**src/rtl/load_store_unit.sv**
```systemverilog
// Load/store unit: memory-stage to req/gnt/rvalid data bus bridge.
// Byte enables, store lane replication, load alignment and extension.
module load_store_unit #(
  parameter int TIMEOUT_CYCLES = 255,
  parameter int CNT_W          = 8
) (
  input  logic        clk,
  input  logic        rst,
  input  logic        mem_read_en,
  input  logic        mem_write_en,
  input  logic [31:0] address,
  input  logic [31:0] write_data,
  input  logic [1:0]  size,
  input  logic        load_unsigned,
  output logic [31:0] read_data,
  output logic        stall,
  output logic        misaligned,
  output logic        bus_err,
  output logic        bus_req,
  output logic        bus_we,
  output logic [31:0] bus_addr,
  output logic [3:0]  bus_be,
  output logic [31:0] bus_wdata,
  input  logic        bus_gnt,
  input  logic        bus_rvalid,
  input  logic [31:0] bus_rdata
);

  typedef enum logic [1:0] {
    IDLE,
    REQ,
    RSP,
    DONE
  } state_t;

  localparam logic [CNT_W-1:0] LIMIT =
    CNT_W'(TIMEOUT_CYCLES - 1);

  state_t state;
  state_t state_nx;

  logic        op;
  logic        is_wr;
  logic        is_ld;
  logic        mis_c;
  logic        mis_ld;
  logic        go;
  logic        cap;
  logic        abort;
  logic        tmo;
  logic [1:0]  off;
  logic [1:0]  off_q;
  logic [1:0]  size_q;
  logic        uns_q;
  logic [CNT_W-1:0] cnt;
  logic [3:0]  be_c;
  logic [31:0] wd_c;
  logic [31:0] sh;
  logic [31:0] ld_c;
  logic [31:0] rd_q;

  assign op     = mem_read_en | mem_write_en;
  assign is_wr  = mem_write_en;
  assign is_ld  = mem_read_en & ~mem_write_en;
  assign off    = address[1:0];
  assign mis_c  = ((size == 2'b01) & off[0])
                | (size[1] & (off != 2'b00));
  assign misaligned = op & mis_c;
  assign mis_ld = (state == IDLE) & is_ld & mis_c;
  assign go     = (state == IDLE) & op & ~mis_c;
  assign tmo    = (cnt >= LIMIT);
  assign sh     = bus_rdata >> {off_q, 3'b000};
  assign read_data = mis_ld ? 32'h0 : rd_q;

  // Store byte enables and lane replication
  always_comb begin
    be_c = 4'hF;
    wd_c = write_data;
    unique case (1'b1)
      (size == 2'b00): begin
        be_c = 4'b0001 << off;
        wd_c = {4{write_data[7:0]}};
      end
      (size == 2'b01): begin
        be_c = 4'b0011 << off;
        wd_c = {2{write_data[15:0]}};
      end
      default: ;
    endcase
    if (!is_wr) be_c = 4'hF;
  end

  // Load alignment and sign/zero extension
  always_comb begin
    ld_c = sh;
    unique case (1'b1)
      (size_q == 2'b00):
        ld_c = {{24{~uns_q & sh[7]}}, sh[7:0]};
      (size_q == 2'b01):
        ld_c = {{16{~uns_q & sh[15]}}, sh[15:0]};
      default: ;
    endcase
  end

  // Next state, stall and completion strobes
  always_comb begin
    state_nx = state;
    stall    = 1'b0;
    cap      = 1'b0;
    abort    = 1'b0;
    unique case (state)
      IDLE: begin
        if (go) begin
          stall    = 1'b1;
          state_nx = REQ;
        end
      end
      REQ: begin
        stall = 1'b1;
        if (bus_gnt && bus_we) begin
          state_nx = DONE;
        end else if (bus_gnt && bus_rvalid) begin
          cap      = 1'b1;
          state_nx = DONE;
        end else if (tmo) begin
          abort    = 1'b1;
          state_nx = DONE;
        end else if (bus_gnt) begin
          state_nx = RSP;
        end
      end
      RSP: begin
        stall = 1'b1;
        if (bus_rvalid) begin
          cap      = 1'b1;
          state_nx = DONE;
        end else if (tmo) begin
          abort    = 1'b1;
          state_nx = DONE;
        end
      end
      DONE: state_nx = IDLE;
      default: state_nx = IDLE;
    endcase
  end

  // State register
  always_ff @(posedge clk or negedge rst) begin
    if (!rst) state <= IDLE;
    else      state <= state_nx;
  end

  // Bus fields, timeout counter and load result
  always_ff @(posedge clk or negedge rst) begin
    if (!rst) begin
      bus_req   <= 1'b0;
      bus_we    <= 1'b0;
      bus_err   <= 1'b0;
      bus_addr  <= 32'h0;
      bus_be    <= 4'h0;
      bus_wdata <= 32'h0;
      off_q     <= 2'b00;
      size_q    <= 2'b00;
      uns_q     <= 1'b0;
      cnt       <= '0;
      rd_q      <= 32'h0;
    end else begin
      bus_req <= (state_nx == REQ);
      bus_err <= abort;
      if (go) begin
        bus_we    <= is_wr;
        bus_addr  <= {address[31:2], 2'b00};
        bus_be    <= be_c;
        bus_wdata <= wd_c;
        off_q     <= off;
        size_q    <= size;
        uns_q     <= load_unsigned;
        cnt       <= '0;
      end else if (state == REQ || state == RSP) begin
        cnt <= cnt + 1'b1;
      end
      if (cap)                  rd_q <= ld_c;
      else if (abort || mis_ld) rd_q <= 32'h0;
    end
  end

endmodule

```
**config.mk**
```make
export PLATFORM = sky130hd
export DESIGN_NAME = load_store_unit
export DESIGN_NICKNAME = d
export VERILOG_FILES = /design/src/rtl/load_store_unit.sv
export SDC_FILE = /design/constraint.sdc
export NUM_CORES = 1
export LEC_CHECK = 0
export ABC_CLOCK_PERIOD_IN_PS = 3000
export CAP_MARGIN = 25
export CORE_AREA = 2 2 85 168
export DETAILED_ROUTE_END_ITERATION = 10
export DIE_AREA = 0 0 87 170
export GPL_ROUTABILITY_DRIVEN = 0
export PLACE_DENSITY = 0.79
export SLEW_MARGIN = 20
export SYNTH_ARGS = -nofsm -noshare
export SYNTH_HDL_FRONTEND = slang
export SYNTH_SLANG_ARGS = --single-unit
```
**constraint.sdc**
```tcl
create_clock -name clk -period 3 [get_ports clk]
set_input_delay 0.6 -clock clk [delete_from_list [all_inputs] [get_ports clk]]
set_output_delay 0.6 -clock clk [all_outputs]
set_load 0.05 [all_outputs]
```
# Yosys cells after proc, flatten, opt, wreduce, memory -nomap -nowiden
# Index checks and enable logic that the tools add are counted.
# classes
n_mux	28
magnitude_cmp	1
n_eq_ne	6
bitwise_logic	15
add_sub_neg	1
shifts	3
n_reduce_logical	11
# ops
operator	count
$pmux 32 s2	2
$mux 32	3
$shr 32x5->32	1
$mux 8	2
$mux 2	7
$and 1x1->1	10
$add 8x1->8 const B	1
$eq 2x1->1 const B	4
$ge 8x8->1 const B	1
$mux 1	8
$pmux 2 s4	1
$pmux 4 s2	1
$logic_not 2->1	3
$pmux 1 s2	3
$reduce_bool 2->1	3
$eq 2x2->1 const B	2
$mux 4	1
$shl 1x2->4 const A	1
$shl 2x2->4 const A	1
$not 1->1	3
$logic_and 1x1->1	2
$logic_or 1x1->1	2
$or 1x1->1	2
$reduce_or 2->1	1
# totals
ff_bits	116
in_bits	105
wordCells	77
output_inout_bits	105

# Depth between registers and ports, before layout
# Gate-level depths: netlist (run 1).
# logic_depth
depth_word	8
ltp_mapped	8
depth_no_buf	6

# Worst setup path before layout (run 1)
# Ideal clock, no wire load.
# synth_path
path_kind	in2out
start	in address[0]
end	out stall
n_path_buf	1
path_slack_ns	0.215
path_stages	5
arrival_ns	2.185
t_required_ns	2.400
cell_sequence	or2_1 -> a2111oi_4 -> buf_2 -> nor2_1 -> nor2_1
# synth_via
elab_chain_len	7
elab_cells_between_ends	8
cone_classes	2 x mux; 5 x bitwise; 1 x reduce/logical
# synth_rtl
item	line_no	rtl
from (decl)	11	input logic [31:0] address,
$reduce_bool 2->1	67	| (size[1] & (off != 2'b00));
$and 1x1->1	67	
$or 1x1->1 (*)	67	
$not 1->1 (*)	70	assign go = (state == IDLE) & op & ~mis_c;
$and 1x1->1 (*)	70	
$mux 1 (*)	113	if (go) begin
$pmux 1 s2 (*)	111	unique case (state)
to (decl)	16	output logic stall,
# Every way passes the cells marked *; elsewhere a longest branch is shown, timed or not.

# Worst setup path after layout (run 1)
# layout_path
start	in address[0]
end	out read_data[9]
# layout_via
elab_chain_len	5
elab_cells_between_ends	6
cone_classes	1 x mux; 4 x bitwise; 1 x reduce/logical
# layout_rtl
item	line_no	rtl
$reduce_bool 2->1	67	
$and 1x1->1	67	
$or 1x1->1 (*)	67	
$and 1x1->1 (*)	69	assign mis_ld = (state == IDLE) & is_ld & mis_c;
$mux 32 (*)	73	assign read_data = mis_ld ? 32'h0 : rd_q;
to (decl)	15	output logic [31:0] read_data,
# Marked as above.

==> results of run 1 <==
through the flow:
stage | hold slack (ps) | instances | area [um^2] | setup slack [ps] | util
finish | 119 | 1002 | 8660 | 74.1 | 0.644
global route | 122 | 1002 | 8660 | 13.4 | 0.644
CTS | 120 | 999 | 8610 | 17.8 | 0.641
detailed placement | 462 | 967 | 8000 | 17.9 | 0.595
global placement | 458 | 967 | 8000 | 44.8 | 0.595
floorplan | 304 | 624 | 5800 | 215 | -
worst reg2reg max path, delay by kind of cell (launching register included):
| family | cells | cell delay [ps] |
|---|---|---|
| AO/OA/AOI/OAI | 2 | 800 |
| adder cells (fa/ha/maj) | 1 | 590 |
| buffers and inverters | 1 | 90 |
| flip-flops | 1 | 430 |
| AND/OR/NAND/NOR | 1 | 710 |
cell usage after synthesis, drive strengths merged (3+ instances only):
| library cell | count |
|---|---|
| a22o | 15 |
| nor2 | 31 |
| mux2i | 41 |
| nand2 | 173 |
| xor2 | 4 |
| nor3 | 3 |
| o221ai | 18 |
| ha | 6 |
| a2bb2oi | 6 |
| o21ai | 39 |
| clkbuf | 17 |
| inv | 34 |
| buf | 22 |
| a211oi | 8 |
| a21oi | 23 |
| nand4 | 5 |
| nor2b | 9 |
| dfrtp | 116 |
| and2 | 17 |
layer usage:
layer	vias to the layer above	share of wire	GRT usage	wire length (um)
li1	2546	-	-	-
met1	2619	0.34	0.249	6370
met2	239	0.56	0.458	10600
met3	55	0.050	0.0519	950
met4	0	0.049	0.130	922
met5	-	0	0	0
where the power goes:
group | total, mW | internal (mW) | switching (mW)
combinational | 5.47 | 1.88 | 3.59
clock | 2.07 | 1.34 | 0.737
sequential | 2.58 | 2.19 | 0.390
total | 10.1 | 5.41 | 4.72
cell type report:
class	count	area, um^2	share of cell area
Clock buffer	18	439	0.0507
Clock inverter	14	176	0.0204
Inverter	34	128	0.0147
Multi-Input combinational cell	438	2630	0.304
Sequential cell	116	2900	0.335
Tap cell	155	194	0.0224
Timing Repair Buffer	227	2190	0.253
registers in the layout, indices dropped and copies added, names as in the netlist:
register / count
bus_wdata: 32
rd_q: 32
bus_addr: 30
cnt: 8
bus_be: 4
off_q: 2
size_q: 2
state: 2
bus_err: 1
bus_req: 1
bus_we: 1
uns_q: 1
logic make-up after synthesis:
kind of cell               synth area share
buffers and inverters                0.0572
and+or+nand+nor                       0.192
muxes                                0.0746
xor gates and xnor gates            0.00755
DFF                                   0.501
AOI/OAI and AO/OA                     0.155
adders and majority gates            0.0129
other                              0.000647
worst min-delay path by stage:
stage | cells past startpoint | startpoint | slack, ps | endpoint
3_5_place_dp | 2 | bus_addr[2] | 460 | bus_addr[2]
6_report | 1 | rst | 120 | bus_addr[22]
2_1_floorplan | 0 | rst | 300 | bus_addr[10]
3_3_place_gp | 2 | bus_addr[12] | 460 | bus_addr[12]
5_1_grt | 1 | rst | 120 | rd_q[1]
4_1_cts | 1 | rst | 120 | rd_q[1]
repair_timing:
item / CTS / global route
endpoints found under the setup margin: 0 / 31
gates resized for setup: 0 / 7
buffers inserted: 0 / 0
==> run_results.csv, run 1 <==
group,metric,value,unit
detailed_routing,route.detailed.vias_per_inst,5.45,
setup_path,worst_setup_path_end_kind,"output port",
detailed_routing,wl,18.8,mm
setup_path,cp_data_arrival_time,2330,ps
setup_path,worstPathRequired,2400,ps
setup_path,ff2ff_path_depth,5,
global_route,overflow,0,
yosys,synth_area_leaders,"dfrtp_1 50%, nand2_1 11%, mux2i_1 7.1%",
die,boundaryPins,210,
setup_path,family_with_the_most_delay_on_the_worst_path,"simple AND/OR/NAND/NOR gates",
yosys,synth_cell_type_count,55,
setup_path,timing.setup.critical_path_class,"input port to output port",
timing,fin_crit,2930,ps
yosys,synth_enable_flop_cells,0,
yosys,post_synth_inst_count,623,
clocking,cts.reportedPaths.clkPinSlew,60,ps
placement,hpwlAfterDp,13.7,mm
clocking,cts.path.max_buffers,2,
setup_path,path_depth,5,
die,chipWidth,87,um
clocking,cts-buffers-inserted,17,
timing,grt_setup_unrepaired,"false",
yosys,synth_top_area_frac,0.501,
timing,setup_violations,0,
yosys,synthDominantAreaCellType,"dfrtp_1",
timing,layout_worst_path_cycle_share,0.975,
yosys,postSynth.topFlopCell,"dfrtp_1",
cells_and_area,area_growth_syn_to_layout,49.3,%
setup_path,setup.worst_path.start_class,"input port",
pwr,static-leakage-power,4.15,nW
run,maxCapViolCount,0,
yosys,postSynthRegisterBits,116,
setup_path,endpoint,"read_data[9]",
timing,finalClockSkew,12.6,ps
detailed_routing,drc_errors,0,
cells_and_area,nNetsFinal,945,
pwr,maximum_vdd_drop,0.671,mV
die,rows,60,
timing,timing_hold_violations_final,0,
global_route,grt_first_pass_wirelength,27.8,mm
detailed_routing,drt_pass1_iterations,5,
setup_path,reg2reg_to,"rd_q[20]",
global_route,grt_max_degree,87,
yosys,mean_post_synth_cell_area,9.31,um^2
setup_path,timing.critical_path.slowest_cell_delay,630,ps
global_route,gr-usage-all-layers,0.247,
timing,timing.final.max_slew_violations,0,
timing,max_freq,342,MHz
cells_and_area,most-common-layout-cells,"172 x nand2_1, 172 x clkdlybuf4s50_1, 116 x dfrtp_1",
setup_path,cp_cell_sequence,"clkdlybuf4s50_1 -> a21oi_2 -> or4_4 -> and2_4 -> buf_4",
setup_path,critical_path.max_fanout,8,
placement,port_buffers,207,
clocking,cts_root_buffer,"clkbuf_16",
hold_path,hold_class,"input port to async pin",
die,initial_utilization,0.432,
clocking,clock_sink_count,116,
clocking,insertion_delay,410,ps
clocking,h-tree-depth,4,
die,die-height,170,um
detailed_routing,postRouteAntennaNets,0,
yosys,yosysWarningCount,0,
pwr,pwr_density_cell,1170,mW/mm^2
setup_path,crit_slowest_cell,"or4_4",
setup_path,setup_slack_of_the_most_critical_reg_to_reg_path,270,ps
detailed_routing,via_count,5459,
die,core_region_area,0.0134,mm^2
cells_and_area,num-fill-cells,1149,
detailed_routing,wire_per_inst,18.8,um
timing,setup_tns_final,0,ps
detailed_routing,drt_iter0_drc,346,
global_route,antenna_found_initial,0,
yosys,syn_area,0.00580,mm^2
timing,tightest_slew,887,ps
die,floorplan.die_area,0.0148,mm^2
setup_path,timing.critical_path.buf_inv,2,
timing,maxSlewHeadroom,0.407,
outcome,run_status,"finished, final reports clean",
yosys,async_set_or_reset_register_ratio_after_synthesis,1.00,
cells_and_area,insertedDiodeCount,0,
clocking,cts-hold-fix-buffers,0,
setup_path,critPathLaunch,"address[0]",
yosys,ys_seq_area_frac,0.501,
cells_and_area,post_route_cells_drive_above_1_share,0.137,
pwr,power.total,10.1,mW
setup_path,worst_r2r_startpoint,"state[0]",
clocking,tritoncts,"yes",
global_route,first_global_vias,5544,
Note: power is estimated with default switching activity, not from simulation.
==> inputs of run 2 (changes only) <==
ABC_CLOCK_PERIOD_IN_PS = 2630   (was 3000)
CORE_AREA = 2 2 88 174   (was 2 2 85 168)
DIE_AREA = 0 0 90 176   (was 0 0 87 170)
PLACE_DENSITY = 0.78   (was 0.79)
clock period = 2.63 ns   (was 3 ns; I/O delays follow)
==> run 2 against run 1 <==
  * The run now ends with setup timing left
  * Count of clock-buffer cells in the layout increased by 1
  * Largest cell class unchanged
  * Final cell count is 7.3% higher
  * Sequential power is 14% higher
  * Worst setup slack worse by 180 ps
  * Final area up 8.6%
  * Combinational power rose by 26%
  * Highest routed layer unchanged
  * Hold slack gained 350 ps
  * Sequential share of layout area fell by 2.6 points
  * Power increased by 21%
  * Critical path depth grew 2
  * Clock skew is 2.0 ps higher
  * Clock power grew 16%
  * Critical endpoint is now read_data[10]
==> run_results.csv, run 2 (synthesis results as in run 1) <==
group,metric,value,unit
global_route,overflow,0,
setup_path,critical_path.max_fanout,8,
timing,grt_setup_unrepaired,"true",
setup_path,setup.worst_path.start_class,"flip-flop",
cells_and_area,reg.largest.list,"bus_wdata x32, rd_q x32, bus_addr x30",
clocking,insertion_delay,410,ps
detailed_routing,drt_iter0_drc,268,
die,boundaryPins,210,
pwr,maximum_vdd_drop,0.829,mV
clocking,tritoncts,"yes",
cells_and_area,area_growth_syn_to_layout,62.0,%
detailed_routing,drc_errors,0,
global_route,antenna_found_initial,0,
detailed_routing,via_count,5450,
timing,timing.hold.ws,468,ps
setup_path,family_with_the_most_delay_on_the_worst_path,"simple AND/OR/NAND/NOR gates",
detailed_routing,wire_per_inst,17.9,um
timing,timing_hold_violations_final,0,
global_route,grt_first_pass_wirelength,29.8,mm
timing,tightest_slew,931,ps
timing,maxSlewHeadroom,0.377,
clocking,cts-buffers-inserted,17,
die,chipWidth,90,um
cells_and_area,insertedDiodeCount,0,
timing,finalClockSkew,14.6,ps
setup_path,cp_cell_sequence,"inv_2 -> ha_4 -> nand2_2 -> or4_4 -> clkbuf_16 -> and2_4 -> buf_8",
global_route,grt_max_degree,77,
cells_and_area,most-common-layout-cells,"168 x clkdlybuf4s50_1, 156 x nand2_1, 115 x dfrtp_1",
clocking,cts.path.max_buffers,2,
placement,hpwlAfterDp,13.4,mm
timing,setup_violations,31,
setup_path,timing.critical_path.buf_inv,3,
clocking,h-tree-depth,4,
pwr,power.total,12.2,mW
clocking,clock_sink_count,116,
timing,timing.final.max_slew_violations,0,
die,die-height,176,um
clocking,cts_root_buffer,"clkbuf_16",
timing,fin_ws,-103,ps
die,initial_utilization,0.402,
cells_and_area,post_route_cells_drive_above_1_share,0.215,
setup_path,crit_slowest_cell,"or4_4",
pwr,static-leakage-power,4.41,nW
setup_path,worstPathRequired,2100,ps
setup_path,timing.critical_path.slowest_cell_delay,540,ps
setup_path,ff2ff_path_depth,6,
timing,max_freq,366,MHz
cells_and_area,nNetsFinal,981,
die,floorplan.die_area,0.0158,mm^2
setup_path,path_depth,7,
setup_path,cp_data_arrival_time,2210,ps
timing,fin_crit,2730,ps
run,maxCapViolCount,0,
cells_and_area,mostFrequentLayoutCell,"clkdlybuf4s50_1",
detailed_routing,route.detailed.vias_per_inst,5.07,
pwr,pwr_density_cell,1300,mW/mm^2
placement,port_buffers,207,
outcome,violations_in_the_final_reports,"setup timing",
global_route,first_global_vias,5587,
die,core_region_area,0.0144,mm^2
timing,layout_worst_path_cycle_share,1.04,
cells_and_area,num-fill-cells,1199,
die,rows,62,
global_route,gr-usage-all-layers,0.240,
detailed_routing,wl,19.2,mm
setup_path,worst_setup_path_end_kind,"output port",
outcome,run_status,"finished, violations left",
setup_path,timing.setup.critical_path_class,"flip-flop to output port",
hold_path,hold_class,"input port to async pin",
detailed_routing,drt_pass1_iterations,4,
clocking,cts.reportedPaths.clkPinSlew,50,ps
detailed_routing,postRouteAntennaNets,0,
run 2: layer usage:
layer | part of all wire | track usage
met3 | 0.049 | 0.0495
met5 | 0 | 0
met1 | 0.36 | 0.257
met4 | 0.040 | 0.110
met2 | 0.56 | 0.448
run 2: cell type report:
class	instances	area (um^2)	share of cell area
Multi-Input combinational cell	435	2740	0.292
Timing Repair Buffer	266	2760	0.293
Inverter	34	139	0.0148
Tap cell	192	240	0.0256
Sequential cell	116	2900	0.309
Clock inverter	13	174	0.0185
Clock buffer	19	443	0.0471
run 2: timing repair:
item                                   CTS  global route
endpoints found under the hold margin    1             0
pin swaps                                3            21
setup endpoints to repair               33            32
gates resized for setup                 64            51
gates cloned                             2             1
hold buffers                             1             0
buffers inserted                         6            10
run 2: final timing paths:
path                                 endpoint  slack, ps         start
worst max-delay path            read_data[10]       -100      state[0]
worst min-delay path                  rd_q[4]        470           rst
worst max register to register       rd_q[12]        270      state[0]
worst min register to register   bus_addr[24]        470  bus_addr[24]
max in group asynchronous            state[0]       1640           rst
min in group clk                 bus_addr[24]        470  bus_addr[24]
run 2: metrics by stage:
step | instances | area, um^2 | setup TNS, ps | worst slack [ps] | utilization
after floorplan | 624 | 5810 | 0 | 211 | -
after global placement | 1023 | 8240 | -2740 | -105 | 0.571
after detailed placement | 1023 | 8240 | -3530 | -133 | 0.571
after CTS | 1064 | 9150 | -702 | -68.0 | 0.634
after global routing | 1075 | 9400 | -2780 | -135 | 0.651
final | 1075 | 9400 | -1690 | -103 | 0.651
run 2: report_power, final:
group          switching [mW]  internal, mW
Clock                   0.877          1.53
Sequential              0.448          2.51
Combinational            4.25          2.62
==> inputs of run 3 (changes only) <==
CORE_AREA = 2 2 87 172   (was 2 2 88 174)
CTS_BUF_LIST = sky130_fd_sc_hd__clkbuf_8   (was not set)
CTS_CLUSTER_SIZE = 16   (was not set)
DIE_AREA = 0 0 89 174   (was 0 0 90 176)
PLACE_DENSITY = 0.79   (was 0.78)
==> run 3 against run 2 <==
  * The run still ends with setup timing left
  * Clock power is 39% lower
  * Maximum frequency is 2.1% higher
  * Utilization is 2.8 points lower
  * Critical path type is now input port to output port
  * Final area is 5.4% lower
  * Clock skew is 3.5 ps lower
  * Critical endpoint is now read_data[0]
  * Register-to-register slack better by 20 ps
  * Power is 9.7% lower
==> run_results.csv, run 3 (synthesis results as in run 1) <==
group,metric,value,unit
die,initial_utilization,0.406,
die,chipWidth,89,um
timing,setup_violations,24,
cells_and_area,most-common-layout-cells,"169 x clkdlybuf4s50_1, 166 x nand2_1, 116 x dfrtp_1",
clocking,cts.path.max_buffers,2,
pwr,maximum_vdd_drop,0.674,mV
placement,dp_worst_setup_slack,-123,ps
setup_path,crit_slowest_cell,"or4_4",
outcome,run_status,"finished, violations left",
timing,timing.final.max_slew_violations,0,
pwr,pwr_density_cell,1240,mW/mm^2
clocking,cts_root_buffer,"clkbuf_8",
timing,finalClockSkew,11.1,ps
timing,grt_setup_unrepaired,"true",
outcome,violations_in_the_final_reports,"setup timing",
global_route,gr-usage-all-layers,0.238,
cells_and_area,insertedDiodeCount,0,
timing,timing.hold.ws,70.6,ps
hold_path,hold_class,"input port to async pin",
cells_and_area,reg.largest.list,"bus_wdata x32, rd_q x32, bus_addr x30",
placement,port_buffers,207,
placement,dp_cells,1027,
global_route,globalRouteMet1Util,0.244,
detailed_routing,wire_per_inst,17.7,um
cells_and_area,area_growth_syn_to_layout,53.4,%
timing,layout_worst_path_cycle_share,1.02,
timing,setup_tns_final,-381,ps
detailed_routing,drc_errors,0,
run,maxCapViolCount,0,
die,floorplan.die_area,0.0155,mm^2
clocking,cts.reportedPaths.clkPinSlew,60,ps
clocking,clock_sink_count,116,
cells_and_area,fin_area,0.00889,mm^2
die,rows,62,
clocking,tritoncts,"yes",
global_route,overflow,0,
global_route,grt_first_pass_wirelength,27.8,mm
timing,maxSlewHeadroom,0.406,
detailed_routing,via_count,5395,
die,core_region_area,0.0143,mm^2
setup_path,setup_slack_of_the_most_critical_reg_to_reg_path,290,ps
global_route,grt_max_degree,74,
timing,fin_crit,2680,ps
pwr,static-leakage-power,4.27,nW
placement,hpwlAfterDp,13.5,mm
setup_path,worstPathRequired,2100,ps
global_route,gr-usage-met2,0.421,
global_route,first_global_vias,5415,
timing,max_freq,374,MHz
clocking,insertion_delay,440,ps
setup_path,worst_setup_path_end_kind,"output port",
cells_and_area,post_layout_nonfiller_instances,1065,
global_route,global_route.usage.met3,0.0541,
placement,place_area,0.00827,mm^2
setup_path,critical_path.max_fanout,16,
clocking,h-tree-depth,4,
cells_and_area,post_route_cells_drive_above_1_share,0.175,
die,boundaryPins,210,
setup_path,timing.critical_path.slowest_cell_delay,550,ps
detailed_routing,wl,18.8,mm
detailed_routing,drt_pass1_iterations,4,
detailed_routing,route.detailed.vias_per_inst,5.07,
detailed_routing,drt_iter0_drc,282,
timing,timing_hold_violations_final,0,
clocking,cts-hold-fix-buffers,0,
setup_path,cp_cell_sequence,"clkdlybuf4s50_1 -> a21oi_2 -> or4_4 -> buf_12 -> and2_1 -> buf_6",
detailed_routing,postRouteAntennaNets,0,
setup_path,setup.worst_path.start_class,"input port",
cells_and_area,mostFrequentLayoutCell,"clkdlybuf4s50_1",
timing,fin_ws,-47.3,ps
global_route,antenna_found_initial,0,
clocking,cts-buffers-inserted,17,
setup_path,timing.setup.critical_path_class,"input port to output port",
timing,tightest_slew,887,ps
cells_and_area,nNetsFinal,972,
die,die-height,174,um
global_route,gr-max-usage-layer,"met2",
setup_path,cp_data_arrival_time,2150,ps
run 3: cell type report:
class	count	area, um^2
Fill cell	1222	5380
Sequential cell	116	2900
Inverter	34	128
Clock inverter	8	35.0
Tap cell	192	240
Clock buffer	23	317
Timing Repair Buffer	257	2620
Multi-Input combinational cell	435	2660
run 3: worst paths after layout:
check / startpoint / endpoint / cells past startpoint
max in group asynchronous: rst / bus_wdata[13] / 2
hold reg to reg: bus_addr[18] / bus_addr[18] / 2
hold / removal: rst / rd_q[4] / 1
min in group clk: address[1] / off_q[1] / 4
setup / recovery: size[1] / read_data[0] / 6
setup reg to reg: state[0] / rd_q[12] / 6
run 3: where the power goes:
group / switching [mW] / internal, mW
clock network: 0.697 / 0.777
registers: 0.418 / 2.50
logic: 4.20 / 2.46
run 3: layer usage:
| metal | up-vias | share of wire |
|---|---|---|
| met5 | - | 0 |
| met2 | 203 | 0.54 |
| met4 | 0 | 0.051 |
| met3 | 55 | 0.052 |
| li1 | 2583 | - |
| met1 | 2554 | 0.36 |
run 3: worst max-delay path: cells and delay by family:
family,cells,cell delay (ps)
simple gates,2,730
compound gates,1,50
buf+inv,3,840
run 3: timing repair:
| item | in CTS | in global routing |
|---|---|---|
| cloned | 0 | 2 |
| resized for setup | 2 | 60 |
| setup endpoints to repair | 34 | 34 |
| buffers inserted | 2 | 3 |
| pin swaps | 1 | 10 |
run 3: through the flow:
step	total power, mW	util
6_report	11.0	0.623
5_1_grt	11.6	0.623
4_1_cts	10.9	0.605
3_5_place_dp	9.32	0.579
3_3_place_gp	9.23	0.579
2_1_floorplan	7.05	-
